[src/rtl/bomb_pkg.sv]
// ---------------------------------------------------------------------------
// bomb_pkg
// Definitions shared by the bomb scheduler and its slot tables:
//   GRID_MIN / GRID_MAX : legal playfield coordinates (1..8 on both axes)
//   coord_t             : 4-bit cell coordinate
//   game_state_e        : game_state encodings (0 = running, others = over)
//   in_grid()           : true when a coordinate lies on the playfield
//   cell_idx()          : linear 0..63 index of an on-grid cell for the
//                         64-bit occupancy map
// ---------------------------------------------------------------------------
package bomb_pkg;

  localparam int GRID_MIN = 1;
  localparam int GRID_MAX = 8;

  typedef logic [3:0] coord_t;

  typedef enum logic [1:0] {
    GS_RUNNING   = 2'd0,
    GS_OVER_A    = 2'd1,
    GS_OVER_B    = 2'd2,
    GS_OVER_DRAW = 2'd3
  } game_state_e;

  function automatic logic in_grid(coord_t c);
    return (int'(c) >= GRID_MIN) && (int'(c) <= GRID_MAX);
  endfunction

  // Only meaningful for on-grid cells; off-grid values wrap harmlessly
  // because callers never act on them.
  function automatic logic [5:0] cell_idx(coord_t x, coord_t y);
    return (6'(y) - 6'd1) * 6'd8 + (6'(x) - 6'd1);
  endfunction

endpackage

[src/rtl/bomb_slot_table.sv]
// ---------------------------------------------------------------------------
// bomb_slot_table
// One player's live bombs: MAX_BOMBS slots, each holding a cell and a fuse
// counter. Every tick each live fuse counts down; a slot whose fuse reaches
// zero is freed and its cell is reported on clr_mask for that same tick.
// A grant loads the lowest free slot as it stood before this tick's
// expiries, so a slot freed at tick N is reusable only from tick N+1.
//
// Ports:
//   bombClk            in   game tick clock
//   rst                in   synchronous active-high reset
//   grant              in   load a new bomb this tick (never asserted when full)
//   grant_x, grant_y   in   cell of the new bomb
//   live               out  registered live bomb count
//   full               out  live count has reached MAX_BOMBS
//   clr_mask           out  one-hot-per-cell map of bombs expiring this tick
// ---------------------------------------------------------------------------
module bomb_slot_table
  import bomb_pkg::*;
#(
  parameter int MAX_BOMBS  = 2,
  parameter int FUSE_TICKS = 3
) (
  input  logic        bombClk,
  input  logic        rst,
  input  logic        grant,
  input  coord_t      grant_x,
  input  coord_t      grant_y,
  output logic [1:0]  live,
  output logic        full,
  output logic [63:0] clr_mask
);

  localparam int FW = $clog2(FUSE_TICKS + 1);
  localparam int IW = (MAX_BOMBS > 1) ? $clog2(MAX_BOMBS) : 1;

  typedef struct packed {
    logic          valid;
    coord_t        x;
    coord_t        y;
    logic [FW-1:0] fuse;
  } slot_t;

  slot_t          slot_q [MAX_BOMBS];
  slot_t          slot_d [MAX_BOMBS];
  logic [1:0]     live_q, live_d;
  logic [1:0]     n_exp;
  logic           found;
  logic [IW-1:0]  free_idx;

  always_comb begin
    slot_d   = slot_q;
    clr_mask = '0;
    n_exp    = '0;
    found    = 1'b0;
    free_idx = '0;
    for (int i = 0; i < MAX_BOMBS; i++) begin
      if (slot_q[i].valid) begin
        if (slot_q[i].fuse == FW'(1)) begin
          slot_d[i].valid = 1'b0;
          slot_d[i].fuse  = '0;
          clr_mask[cell_idx(slot_q[i].x, slot_q[i].y)] = 1'b1;
          n_exp = n_exp + 2'd1;
        end else begin
          slot_d[i].fuse = slot_q[i].fuse - FW'(1);
        end
      end else if (!found) begin
        found    = 1'b1;
        free_idx = IW'(i);
      end
    end
    if (grant && found) begin
      slot_d[free_idx].valid = 1'b1;
      slot_d[free_idx].x     = grant_x;
      slot_d[free_idx].y     = grant_y;
      slot_d[free_idx].fuse  = FW'(FUSE_TICKS);
    end
    live_d = live_q - n_exp + {1'b0, grant && found};
  end

  always_ff @(posedge bombClk) begin
    if (rst) begin
      for (int i = 0; i < MAX_BOMBS; i++) slot_q[i] <= '0;
      live_q <= '0;
    end else begin
      slot_q <= slot_d;
      live_q <= live_d;
    end
  end

  assign live = live_q;
  assign full = (live_q == 2'(MAX_BOMBS));

endmodule

[src/rtl/bomb_scheduler.sv]
// ---------------------------------------------------------------------------
// bomb_scheduler
// Arbitrates bomb-place requests from two players against the grid bounds,
// each player's live-bomb limit and a shared 64-cell occupancy map. When
// both players legally ask for the same free cell, rr_pri picks the winner
// and then flips. All outputs are registered: a request sampled on a tick
// is answered by the grant/reject pulse visible after that tick.
//
// Ports:
//   bombClk, rst                   game tick clock, synchronous active-high reset
//   reqA/reqB                      bomb-place requests (level, sampled per tick)
//   reqA_x/_y, reqB_x/_y           requested cells
//   game_state                     0 = running, nonzero = game over
//   bombA_v/bombB_v                one-tick grant pulses
//   bombA_x/_y, bombB_x/_y         last granted cells
//   rejA/rejB                      one-tick reject pulses
//   liveA/liveB                    live bomb counts
//   rr_pri                         contested-cell priority (0 = A, 1 = B)
//
// Build option: define BOMB_SCHED_COOLDOWN_EN to reject a player's request
// on the tick directly after that player's grant.
// ---------------------------------------------------------------------------
module bomb_scheduler
  import bomb_pkg::*;
#(
  parameter int MAX_BOMBS  = 2,
  parameter int FUSE_TICKS = 3
) (
  input  logic       bombClk,
  input  logic       rst,
  input  logic       reqA,
  input  logic       reqB,
  input  coord_t     reqA_x,
  input  coord_t     reqA_y,
  input  coord_t     reqB_x,
  input  coord_t     reqB_y,
  input  logic [1:0] game_state,
  output logic       bombA_v,
  output logic       bombB_v,
  output coord_t     bombA_x,
  output coord_t     bombA_y,
  output coord_t     bombB_x,
  output coord_t     bombB_y,
  output logic       rejA,
  output logic       rejB,
  output logic [1:0] liveA,
  output logic [1:0] liveB,
  output logic       rr_pri
);

  logic [63:0] occ_q, occ_d;
  logic        rr_q, rr_d;
  logic        a_v_q, a_v_d, b_v_q, b_v_d;
  logic        a_rej_q, a_rej_d, b_rej_q, b_rej_d;
  coord_t      a_x_q, a_x_d, a_y_q, a_y_d;
  coord_t      b_x_q, b_x_d, b_y_q, b_y_d;

  logic [5:0]  idx_a, idx_b;
  logic        ok_a, ok_b, cool_a, cool_b;
  logic        full_a, full_b;
  logic [63:0] clr_a, clr_b;

  bomb_slot_table #(.MAX_BOMBS(MAX_BOMBS), .FUSE_TICKS(FUSE_TICKS)) u_slots_a (
    .bombClk (bombClk),
    .rst     (rst),
    .grant   (a_v_d),
    .grant_x (reqA_x),
    .grant_y (reqA_y),
    .live    (liveA),
    .full    (full_a),
    .clr_mask(clr_a)
  );

  bomb_slot_table #(.MAX_BOMBS(MAX_BOMBS), .FUSE_TICKS(FUSE_TICKS)) u_slots_b (
    .bombClk (bombClk),
    .rst     (rst),
    .grant   (b_v_d),
    .grant_x (reqB_x),
    .grant_y (reqB_y),
    .live    (liveB),
    .full    (full_b),
    .clr_mask(clr_b)
  );

  // Legality uses the state before this tick's expiries, so a freed cell or
  // slot only becomes available to requests on the following tick.
  always_comb begin
`ifdef BOMB_SCHED_COOLDOWN_EN
    cool_a = a_v_q;
    cool_b = b_v_q;
`else
    cool_a = 1'b0;
    cool_b = 1'b0;
`endif
    idx_a = cell_idx(reqA_x, reqA_y);
    idx_b = cell_idx(reqB_x, reqB_y);
    ok_a  = reqA && in_grid(reqA_x) && in_grid(reqA_y) && !full_a && !occ_q[idx_a] && !cool_a;
    ok_b  = reqB && in_grid(reqB_x) && in_grid(reqB_y) && !full_b && !occ_q[idx_b] && !cool_b;

    a_v_d   = 1'b0;
    b_v_d   = 1'b0;
    a_rej_d = 1'b0;
    b_rej_d = 1'b0;
    rr_d    = rr_q;

    if (game_state == GS_RUNNING) begin
      if (ok_a && ok_b && (idx_a == idx_b)) begin
        a_v_d   = !rr_q;
        b_rej_d = !rr_q;
        b_v_d   = rr_q;
        a_rej_d = rr_q;
        rr_d    = !rr_q;
      end else begin
        a_v_d   = ok_a;
        a_rej_d = reqA && !ok_a;
        b_v_d   = ok_b;
        b_rej_d = reqB && !ok_b;
      end
    end

    occ_d = occ_q & ~clr_a & ~clr_b;
    if (a_v_d) occ_d = occ_d | (64'd1 << idx_a);
    if (b_v_d) occ_d = occ_d | (64'd1 << idx_b);

    a_x_d = a_v_d ? reqA_x : a_x_q;
    a_y_d = a_v_d ? reqA_y : a_y_q;
    b_x_d = b_v_d ? reqB_x : b_x_q;
    b_y_d = b_v_d ? reqB_y : b_y_q;
  end

  always_ff @(posedge bombClk) begin
    if (rst) begin
      occ_q   <= '0;
      rr_q    <= 1'b0;
      a_v_q   <= 1'b0;
      b_v_q   <= 1'b0;
      a_rej_q <= 1'b0;
      b_rej_q <= 1'b0;
      a_x_q   <= '0;
      a_y_q   <= '0;
      b_x_q   <= '0;
      b_y_q   <= '0;
    end else begin
      occ_q   <= occ_d;
      rr_q    <= rr_d;
      a_v_q   <= a_v_d;
      b_v_q   <= b_v_d;
      a_rej_q <= a_rej_d;
      b_rej_q <= b_rej_d;
      a_x_q   <= a_x_d;
      a_y_q   <= a_y_d;
      b_x_q   <= b_x_d;
      b_y_q   <= b_y_d;
    end
  end

  assign bombA_v = a_v_q;
  assign bombB_v = b_v_q;
  assign bombA_x = a_x_q;
  assign bombA_y = a_y_q;
  assign bombB_x = b_x_q;
  assign bombB_y = b_y_q;
  assign rejA    = a_rej_q;
  assign rejB    = b_rej_q;
  assign rr_pri  = rr_q;

endmodule
[config.mk]
export PLATFORM = sky130hd
export DESIGN_NAME = bomb_scheduler
export DESIGN_NICKNAME = d
export VERILOG_FILES = /design/src/rtl/bomb_pkg.sv /design/src/rtl/bomb_slot_table.sv /design/src/rtl/bomb_scheduler.sv
export SDC_FILE = /design/constraint.sdc
export NUM_CORES = 1
export LEC_CHECK = 0
export ABC_AREA = 0
export CAP_MARGIN = 20
export CORE_UTILIZATION = 60
export CTS_CLUSTER_DIAMETER = 60
export CTS_CLUSTER_SIZE = 16
export DETAILED_ROUTE_END_ITERATION = 10
export MAX_ROUTING_LAYER = met4
export PLACE_DENSITY = 0.79
export SETUP_SLACK_MARGIN = 0.3
export SLEW_MARGIN = 20
export SYNTH_ARGS = -nofsm -noshare
export SYNTH_HDL_FRONTEND = slang
export SYNTH_SLANG_ARGS = --single-unit
[constraint.sdc]
create_clock -name bombClk -period 7.5 [get_ports bombClk]
set_clock_uncertainty 0.1 [all_clocks]
set_input_delay 1.125 -clock bombClk [delete_from_list [all_inputs] [get_ports bombClk]]
set_output_delay 1.125 -clock bombClk [all_outputs]
set_load 0.03 [all_outputs]
# --- Word-level counts from Yosys, hierarchy flattened ---
# Index checks and enable logic that the tools add are counted.
word_totals:
  latch_bits: 0
  memories: 0
  mem_bits_ro: 0
  out_inout_bits: 25
  inputBits: 22
  ram_bits: 0
  wordCells: 218
  regBits: 133
classes:
  order_cmp: 22
  shift: 2
  n_reduce_logical: 34
  mul: 0
  bitwise_logic: 11
  n_eq_ne: 7
  mux: 86
  add_sub_neg: 28
  div: 0
op_table:
  columns: ["op", "count"]
  rows:
  - ["2-to-1 mux 64 bit", 10]
  - ["bitwise OR 64 bit", 4]
  - ["bitwise mux 22 bit", 8]
  - ["AND 64 bit", 2]
  - ["NOT 64 bit", 2]
  - ["<< shifter 1 x 6 -> 64 bit, first input constant", 2]
  - ["demux 11 bit (select 1 bit)", 8]
  - ["2-to-1 mux 22 bit", 2]
  - ["less-than comparator 6 x 7 -> 1 bit, second input constant", 6]
  - ["adder 6 bit", 6]
  - ["2-to-1 mux 2 bit", 16]
  - ["2-to-1 mux 1 bit", 30]
  - ["subtractor 4 x 1 -> 5 bit, second input constant", 6]
  - ["demux 1 bit (select 6 bit)", 4]
  - ["greater-or-equal comparator 6 x 1 -> 1 bit, second input constant", 4]
  - ["logical AND 1 bit", 24]
  - ["2-to-1 mux 11 bit", 2]
  - ["2-to-1 mux 10 bit", 2]
  - ["subtractor 3 x 1 -> 3 bit, second input constant", 6]
  - ["greater-or-equal comparator 4 x 1 -> 1 bit, second input constant", 4]
  - ["less-or-equal comparator 4 bit, second input constant", 4]
  - ["binary-select mux 1 bit (select 6 bit)", 2]
  - ["2-to-1 mux 6 bit", 2]
  - ["== test 2 x 1 -> 1 bit, second input constant", 4]
  - ["other kinds (14)", 30]

# --- Longest topological paths before layout ---
depth:
  depth_word: 18
  ltp_mapped: 22
  mapped_depth_nobuf: 18

# --- Hierarchy ---
# A second synthesis with hierarchy kept.
unflattened:
  hier_cells: 1147
  area_unflattened_um2: 9909.5
by_module_without_submodules:
  columns: ["mod", "cells_each", "n_inst", "seq_area_each_um2", "area_each_um2"]
  rows:
  - ["bomb_scheduler", 566, 1, 1701.6, 5651.7]
  - ["bomb_slot_table (u_slots_a)", 290, 1, 440.4, 2153.3]
  - ["bomb_slot_table (u_slots_b)", 291, 1, 440.4, 2104.5]

# --- Worst setup path after synthesis ---
# OpenSTA, ideal clock, no wires.
synth_timing:
  path_type: "input-to-reg"
  startpoint: "in reqB_x[0]"
  endpoint: "reg u_slots_b.live_q[1] (netlist: u_slots_b.live[1])"
  arrival_ns: 5.347
  setup_slack_ns: 1.925
  path_buffers: 4
  setup_ns: 0.128
  stages: 20
  required_time_ns: 7.272
  path_cell_list: "buf_2 > buf_2 > inv_1 > ha_1 > nor3b_1 > inv_1 > fa_1 > xnor3_1 > xnor2_1 > xnor2_1 > nor4_4 > a211oi_2 > buf_6 > buf_4 > a21boi_0 > ha_1 > xnor2_1 > xnor2_1 > xnor2_1 > nor2_1"
synth_between:
  elab_chain_cells: 12
  word_cells_on_any_way: 19
  cone_classes: "add/sub: 3; order compare: 2; eq/ne: 1; mux: 4; reduce/logical: 9"
synth_lines:
  columns: ["element", "line", "rtl"]
  rows:
  - ["from (decl)", "bomb_scheduler.sv:35", "input coord_t reqB_x,"]
  - ["subtractor 4 x 1 -> 5 bit, or another cell as far along", "bomb_pkg.sv:32", "return (6'(y) - 6'd1) * 6'd8 + (6'(x) - 6'd1);"]
  - ["adder 6 bit or logical AND 1 bit (tied branches)", "bomb_pkg.sv:32, bomb_pkg.sv:26", null]
  - ["binary-select mux 1 bit (select 6 bit) or logical AND 1 bit (tied branches)", "bomb_scheduler.sv:98", "ok_b = reqB && in_grid(reqB_x) && in_grid(reqB_y) && !full_b && !occ_q[idx_b] && !cool_b;"]
  - ["2-to-1 mux 1 bit (implied by the code) or logical AND 1 bit (tied branches)", "bomb_scheduler.sv:98", null]
  - ["logical NOT 1 bit or logical AND 1 bit (tied branches)", "bomb_scheduler.sv:98", null]
  - ["logical AND 1 bit", "bomb_scheduler.sv:98", null]
  - ["logical AND 1 bit (2 in series)", "bomb_scheduler.sv:107", "if (ok_a && ok_b && (idx_a == idx_b)) begin"]
  - ["2-to-1 mux 1 bit (*)", "bomb_scheduler.sv:107", null]
  - ["2-to-1 mux 1 bit (*)", "bomb_scheduler.sv:106", "if (game_state == GS_RUNNING) begin"]
  - ["logical AND 1 bit (*)", "bomb_slot_table.sv:78", "live_d = live_q - n_exp + {1'b0, grant && found};"]
  - ["adder 2 x 1 -> 2 bit (*)", "bomb_slot_table.sv:78", null]
  - ["to (signal assigned)", "bomb_slot_table.sv:87", "live_q <= live_d;"]
  - ["to (decl)", "bomb_slot_table.sv:46", "logic [1:0] live_q, live_d;"]
# Mark *: on every way between the ends. The rest lies on a longest branch, timed or not. The select of a mux whose other input is x is not followed.
# A chain may end at the register's enable or synchronous reset.

==> report_table.html <==
<table>
<tr><th>Metric</th><th>Value</th></tr>
<tr><th colspan="2">Logic synthesis</th></tr>
<tr><td>Number of warnings issued by yosys</td><td>0</td></tr>
<tr><td>Post-synthesis share of cell area spent on xor and xnor gates</td><td>under 10%</td></tr>
<tr><td>Adder-Cell Fraction of Synth Area</td><td>under 10%</td></tr>
<tr><td>Avg Cell Area, Syn</td><td>8.09 um^2</td></tr>
<tr><td>Complex-gate fraction of the synthesized area</td><td>between 10% and 20%</td></tr>
<tr><td>Post-synthesis register bit count</td><td>~130</td></tr>
<tr><td>Fraction of registers with async set or reset after synthesis</td><td>0%</td></tr>
<tr><td>Mux share of post-synthesis cell area</td><td>between 10% and 20%</td></tr>
<tr><td>Nets in the synthesized netlist</td><td>roughly 1300</td></tr>
<tr><td>Synthesized instance count</td><td>~1200</td></tr>
<tr><td>Dominant combinational cell family by area after synthesis</td><td>simple AND/OR/NAND/NOR gates</td></tr>
<tr><td>Distinct cells, synth</td><td>72</td></tr>
<tr><td>Seq/Total Area, Yosys</td><td>25.9%</td></tr>
<tr><td>Number of enable-type register cells in the synthesized netlist</td><td>0</td></tr>
<tr><td>Synth Flop Type</td><td>sky130_fd_sc_hd__dfxtp_1</td></tr>
<tr><td>Post-synthesis simple-gate area fraction</td><td>roughly a quarter</td></tr>
<tr><td>Mapped cell area</td><td>~10000 um^2</td></tr>
<tr><th colspan="2">Die</th></tr>
<tr><td>Die span in y</td><td>approximately 130 um</td></tr>
<tr><td>Top-level port count</td><td>47</td></tr>
<tr><td>Effective utilization at floorplan</td><td>about 62%</td></tr>
<tr><td>Die Area</td><td>~17000 um^2</td></tr>
<tr><td>Std-Cell Core Area</td><td>approximately 16000 um^2</td></tr>
<tr><td>Horizontal extent of the die</td><td>around 130 um</td></tr>
<tr><td>Num rows</td><td>46</td></tr>
<tr><th colspan="2">Timing</th></tr>
<tr><td>Transition time at the pin with the least slew margin</td><td>1.31 ns</td></tr>
<tr><td>Final hold slack</td><td>between 0.3 and 0.4 ns</td></tr>
<tr><td>Min Tclk post-route</td><td>approximately 6.2 ns</td></tr>
<tr><td>Final setup fails</td><td>0</td></tr>
<tr><td>Final Hold Fails</td><td>0</td></tr>
<tr><td>Maximum clock frequency</td><td>~0.16 GHz</td></tr>
<tr><td>Worst setup slack after layout</td><td>~1.3 ns</td></tr>
<tr><td>Fraction of the cycle the final worst path needs</td><td>82.7%</td></tr>
<tr><td>Worst slew margin relative to its limit</td><td>12.3%</td></tr>
<tr><td>Unrepaired setup endpoints after global routing</td><td>false</td></tr>
<tr><td>Total negative slack</td><td>0 ns</td></tr>
<tr><td>Final slew viol count</td><td>0</td></tr>
<tr><th colspan="2">Placed design</th></tr>
<tr><td>Placer Congestion</td><td>approximately 1.1</td></tr>
<tr><td>Detailed Place HPWL</td><td>around 30 mm</td></tr>
<tr><td>Minimum setup slack after placement</td><td>between 1 and 1.5 ns</td></tr>
<tr><td>Port bufs</td><td>46</td></tr>
<tr><td>Number of cells in the design after placement</td><td>about 1400</td></tr>
<tr><th colspan="2">Pwr</th></tr>
<tr><td>Cell Pwr Density</td><td>172 nW/um^2</td></tr>
<tr><td>Overall power after layout</td><td>roughly 1.9 mW</td></tr>
<tr><td>Pleak</td><td>about 3.7 nW</td></tr>
<tr><td>Maximum resistive drop on vdd</td><td>approximately 0.00021 V</td></tr>
<tr><th colspan="2">Drt</th></tr>
<tr><td>Remaining design rule violation count</td><td>0</td></tr>
<tr><td>Via Count</td><td>~11000</td></tr>
<tr><td>Total iterations of the first detailed-routing run</td><td>11</td></tr>
<tr><td>First-iteration detailed-routing DRC count</td><td>2135</td></tr>
<tr><td>Via density per instance</td><td>7.56</td></tr>
<tr><td>Total detailed-routing wirelength</td><td>42.6 mm</td></tr>
<tr><td>Routed length per instance</td><td>slightly below 30 um</td></tr>
<tr><td>Detail Route Antenna Nets</td><td>0</td></tr>
<tr><th colspan="2">Clocking</th></tr>
<tr><td>Number of post-CTS setup repair buffers</td><td>0</td></tr>
<tr><td>Clock root buffer</td><td>sky130_fd_sc_hd__clkbuf_16</td></tr>
<tr><td>CTS tree</td><td>done</td></tr>
<tr><td>H-Tree Depth</td><td>4</td></tr>
<tr><td>Gates resized, CTS repair</td><td>0</td></tr>
<tr><td>Post-CTS Hold Buffers</td><td>0</td></tr>
<tr><td>Clk_lat worst skew</td><td>between 0.4 and 0.5 ns</td></tr>
<tr><td>Number of clock buffers inserted by TritonCTS</td><td>17</td></tr>
<tr><td>Clock-pin slew of the registers on the worst-case setup and hold paths</td><td>about 0.070 ns</td></tr>
<tr><td>Clock buffer depth</td><td>2</td></tr>
<tr><td>Number of clock sinks</td><td>~130</td></tr>
<tr><th colspan="2">GRT</th></tr>
<tr><td>Overall overflow remaining after global route</td><td>0</td></tr>
<tr><td>Antenna violations before repair</td><td>1</td></tr>
<tr><td>Largest net degree at the start of global routing</td><td>65</td></tr>
<tr><td>Number of global-route vias before repair</td><td>between 10000 and 15000</td></tr>
<tr><td>Overall routing resource usage</td><td>53.9%</td></tr>
<tr><td>First-pass GRT wire length</td><td>roughly 64 mm</td></tr>
<tr><th colspan="2">Worst setup path</th></tr>
<tr><td>Reg2Reg Setup Slack</td><td>slightly below 3 ns</td></tr>
<tr><td>Type of the setup path with the least slack</td><td>in2reg</td></tr>
<tr><td>CP Data Required Time</td><td>between 7 and 8 ns</td></tr>
<tr><td>Critical path startpoint</td><td>reqA_x[1]</td></tr>
<tr><td>Data arrival, critical path</td><td>around 6.5 ns</td></tr>
<tr><td>Peak fanout along the critical path</td><td>28</td></tr>
<tr><td>Setup crit start kind</td><td>primary input</td></tr>
<tr><td>Kind of capture point of the worst setup path</td><td>flip-flop</td></tr>
<tr><th colspan="2">Layout</th></tr>
<tr><td>Fill cell total of the finished layout</td><td>between 1000 and 1500</td></tr>
<tr><td>Ratio of cells with drive above 1 in the final layout</td><td>9.23%</td></tr>
<tr><td>Number of nets in the finished design</td><td>roughly 1300</td></tr>
<tr><td>Layout overhead on the synthesized area</td><td>12.2%</td></tr>
<tr><td>Final cell count without fillers</td><td>1474</td></tr>
<tr><th colspan="2">Flow run</th></tr>
<tr><td>Number of maximum-capacitance violations</td><td>0</td></tr>
<tr><th colspan="2">Status</th></tr>
<tr><td>Result of the run</td><td>completed</td></tr>
<tr><th colspan="2">Min path</th></tr>
<tr><td>Tightest Hold Check Type</td><td>reg2reg</td></tr>
</table>
synth_stat cells, drive strengths merged (16+ instances only):
cell type / number / area [um^2]
a21oi: 28 / 140
a221oi: 19 / 166
a22o: 17 / 149
a22oi: 39 / 293
a31oi: 37 / 231
and3: 16 / 100
buf: 35 / 201
clkbuf: 48 / 180
dfxtp: 129 / 2580
ha: 40 / 500
inv: 69 / 259
mux2i: 53 / 531
mux4: 24 / 556
nand2: 155 / 584
nand3: 63 / 315
nand4: 61 / 388
nor2: 94 / 355
nor2b: 31 / 194
nor3: 52 / 265
o21ai: 17 / 85.1
xnor2: 30 / 263
xor2: 16 / 148
metal layers:
layer  part of all wire (%)  GRT usage (%)  wire (um)
met5                      0              -          0
met1                     36           61.6      15300
met4                    8.7           32.2       3710
met2                     39           73.0      16600
met3                     17           29.6       7050
cell usage in the layout (no fill, tap or decap), types with 7 or more instances in the layout:
| cell type | Yosys | layout |
|---|---|---|
| sky130_fd_sc_hd__nand2_1 | 154 | 154 |
| sky130_fd_sc_hd__dfxtp_1 | 129 | 129 |
| sky130_fd_sc_hd__nor2_1 | 93 | 92 |
| sky130_fd_sc_hd__inv_1 | 68 | 68 |
| sky130_fd_sc_hd__nand3_1 | 63 | 63 |
| sky130_fd_sc_hd__nand4_1 | 60 | 60 |
| sky130_fd_sc_hd__mux2i_1 | 53 | 53 |
| sky130_fd_sc_hd__nor3_1 | 51 | 47 |
| sky130_fd_sc_hd__clkdlybuf4s50_1 | 0 | 45 |
| sky130_fd_sc_hd__ha_1 | 40 | 40 |
| sky130_fd_sc_hd__a22oi_1 | 39 | 39 |
| sky130_fd_sc_hd__a31oi_1 | 37 | 37 |
| sky130_fd_sc_hd__nor2b_1 | 31 | 31 |
| sky130_fd_sc_hd__buf_4 | 3 | 29 |
| sky130_fd_sc_hd__xnor2_1 | 30 | 28 |
| sky130_fd_sc_hd__a21oi_1 | 28 | 28 |
| sky130_fd_sc_hd__mux4_2 | 20 | 20 |
| sky130_fd_sc_hd__a221oi_1 | 19 | 19 |
| sky130_fd_sc_hd__a22o_1 | 17 | 17 |
| sky130_fd_sc_hd__clkbuf_16 | 0 | 17 |
| sky130_fd_sc_hd__and3_1 | 16 | 16 |
| sky130_fd_sc_hd__o21ai_0 | 16 | 16 |
| sky130_fd_sc_hd__xor2_1 | 15 | 14 |
| sky130_fd_sc_hd__o221ai_1 | 14 | 14 |
| sky130_fd_sc_hd__nor3b_1 | 13 | 13 |
| sky130_fd_sc_hd__a2111oi_0 | 10 | 10 |
| sky130_fd_sc_hd__o2111ai_1 | 10 | 10 |
| sky130_fd_sc_hd__a211oi_1 | 9 | 9 |
| sky130_fd_sc_hd__and2_1 | 8 | 8 |
| sky130_fd_sc_hd__o22ai_1 | 7 | 7 |
power breakdown:
part,leakage (nW),switching [mW],total [mW],internal (mW)
combinational,2.40,0.268,0.375,0.107
sequential,1.04,0.00576,0.697,0.691
clock,0.279,0.404,0.849,0.446
total,3.72,0.678,1.92,1.24
metrics by stage:
stage	utilization (%)	area, um^2
2_1_floorplan	-	9970
5_1_grt	69.7	11200
3_5_place_dp	65.7	10500
4_1_cts	69.4	11100
6_report	69.7	11200
3_3_place_gp	65.7	10500
cells by family (layout without fill, tap and decap cells):
family,Yosys count,in the layout
and+or+nand+nor,527,527
AOI/OAI and AO/OA,250,250
buffers and inverters,152,176
DFF,129,129
muxes,81,81
xor gates and xnor gates,48,48
adders and majority gates,46,46
other,0,1
layout make-up:
| class | count | area (um^2) | area share [%] |
|---|---|---|---|
| multi-input cells | 952 | 6810 | 60.9 |
| flip-flops and latches | 129 | 2580 | 23.1 |
| repair buffers | 75 | 673 | 6.02 |
| clock buffers | 17 | 425 | 3.80 |
| well taps | 216 | 270 | 2.42 |
| inverters | 69 | 259 | 2.31 |
| clock inverters | 15 | 168 | 1.50 |
| diodes | 1 | 2.50 | 0.0224 |
worst paths after layout:
check	end	depth (start not counted)
worst min-delay path	flip-flop	2
worst min register to register	flip-flop	2
worst max-delay path	flip-flop	13
worst max register to register	occ_q[6]	13
worst max-delay path: stages:
cell	delay [ns]
sky130_fd_sc_hd__clkdlybuf4s50_1	0.56
sky130_fd_sc_hd__inv_1	0.20
sky130_fd_sc_hd__ha_1	0.30
sky130_fd_sc_hd__nor3b_1	0.45
sky130_fd_sc_hd__inv_1	0.12
sky130_fd_sc_hd__fa_1	0.80
sky130_fd_sc_hd__nor2b_1	0.44
sky130_fd_sc_hd__nand4b_1	0.34
sky130_fd_sc_hd__a31o_2	0.49
sky130_fd_sc_hd__a211oi_4	0.25
sky130_fd_sc_hd__buf_4	0.39
sky130_fd_sc_hd__nor2b_1	0.70
sky130_fd_sc_hd__mux2i_1	0.26
Power figures use the tool's default switching activity.
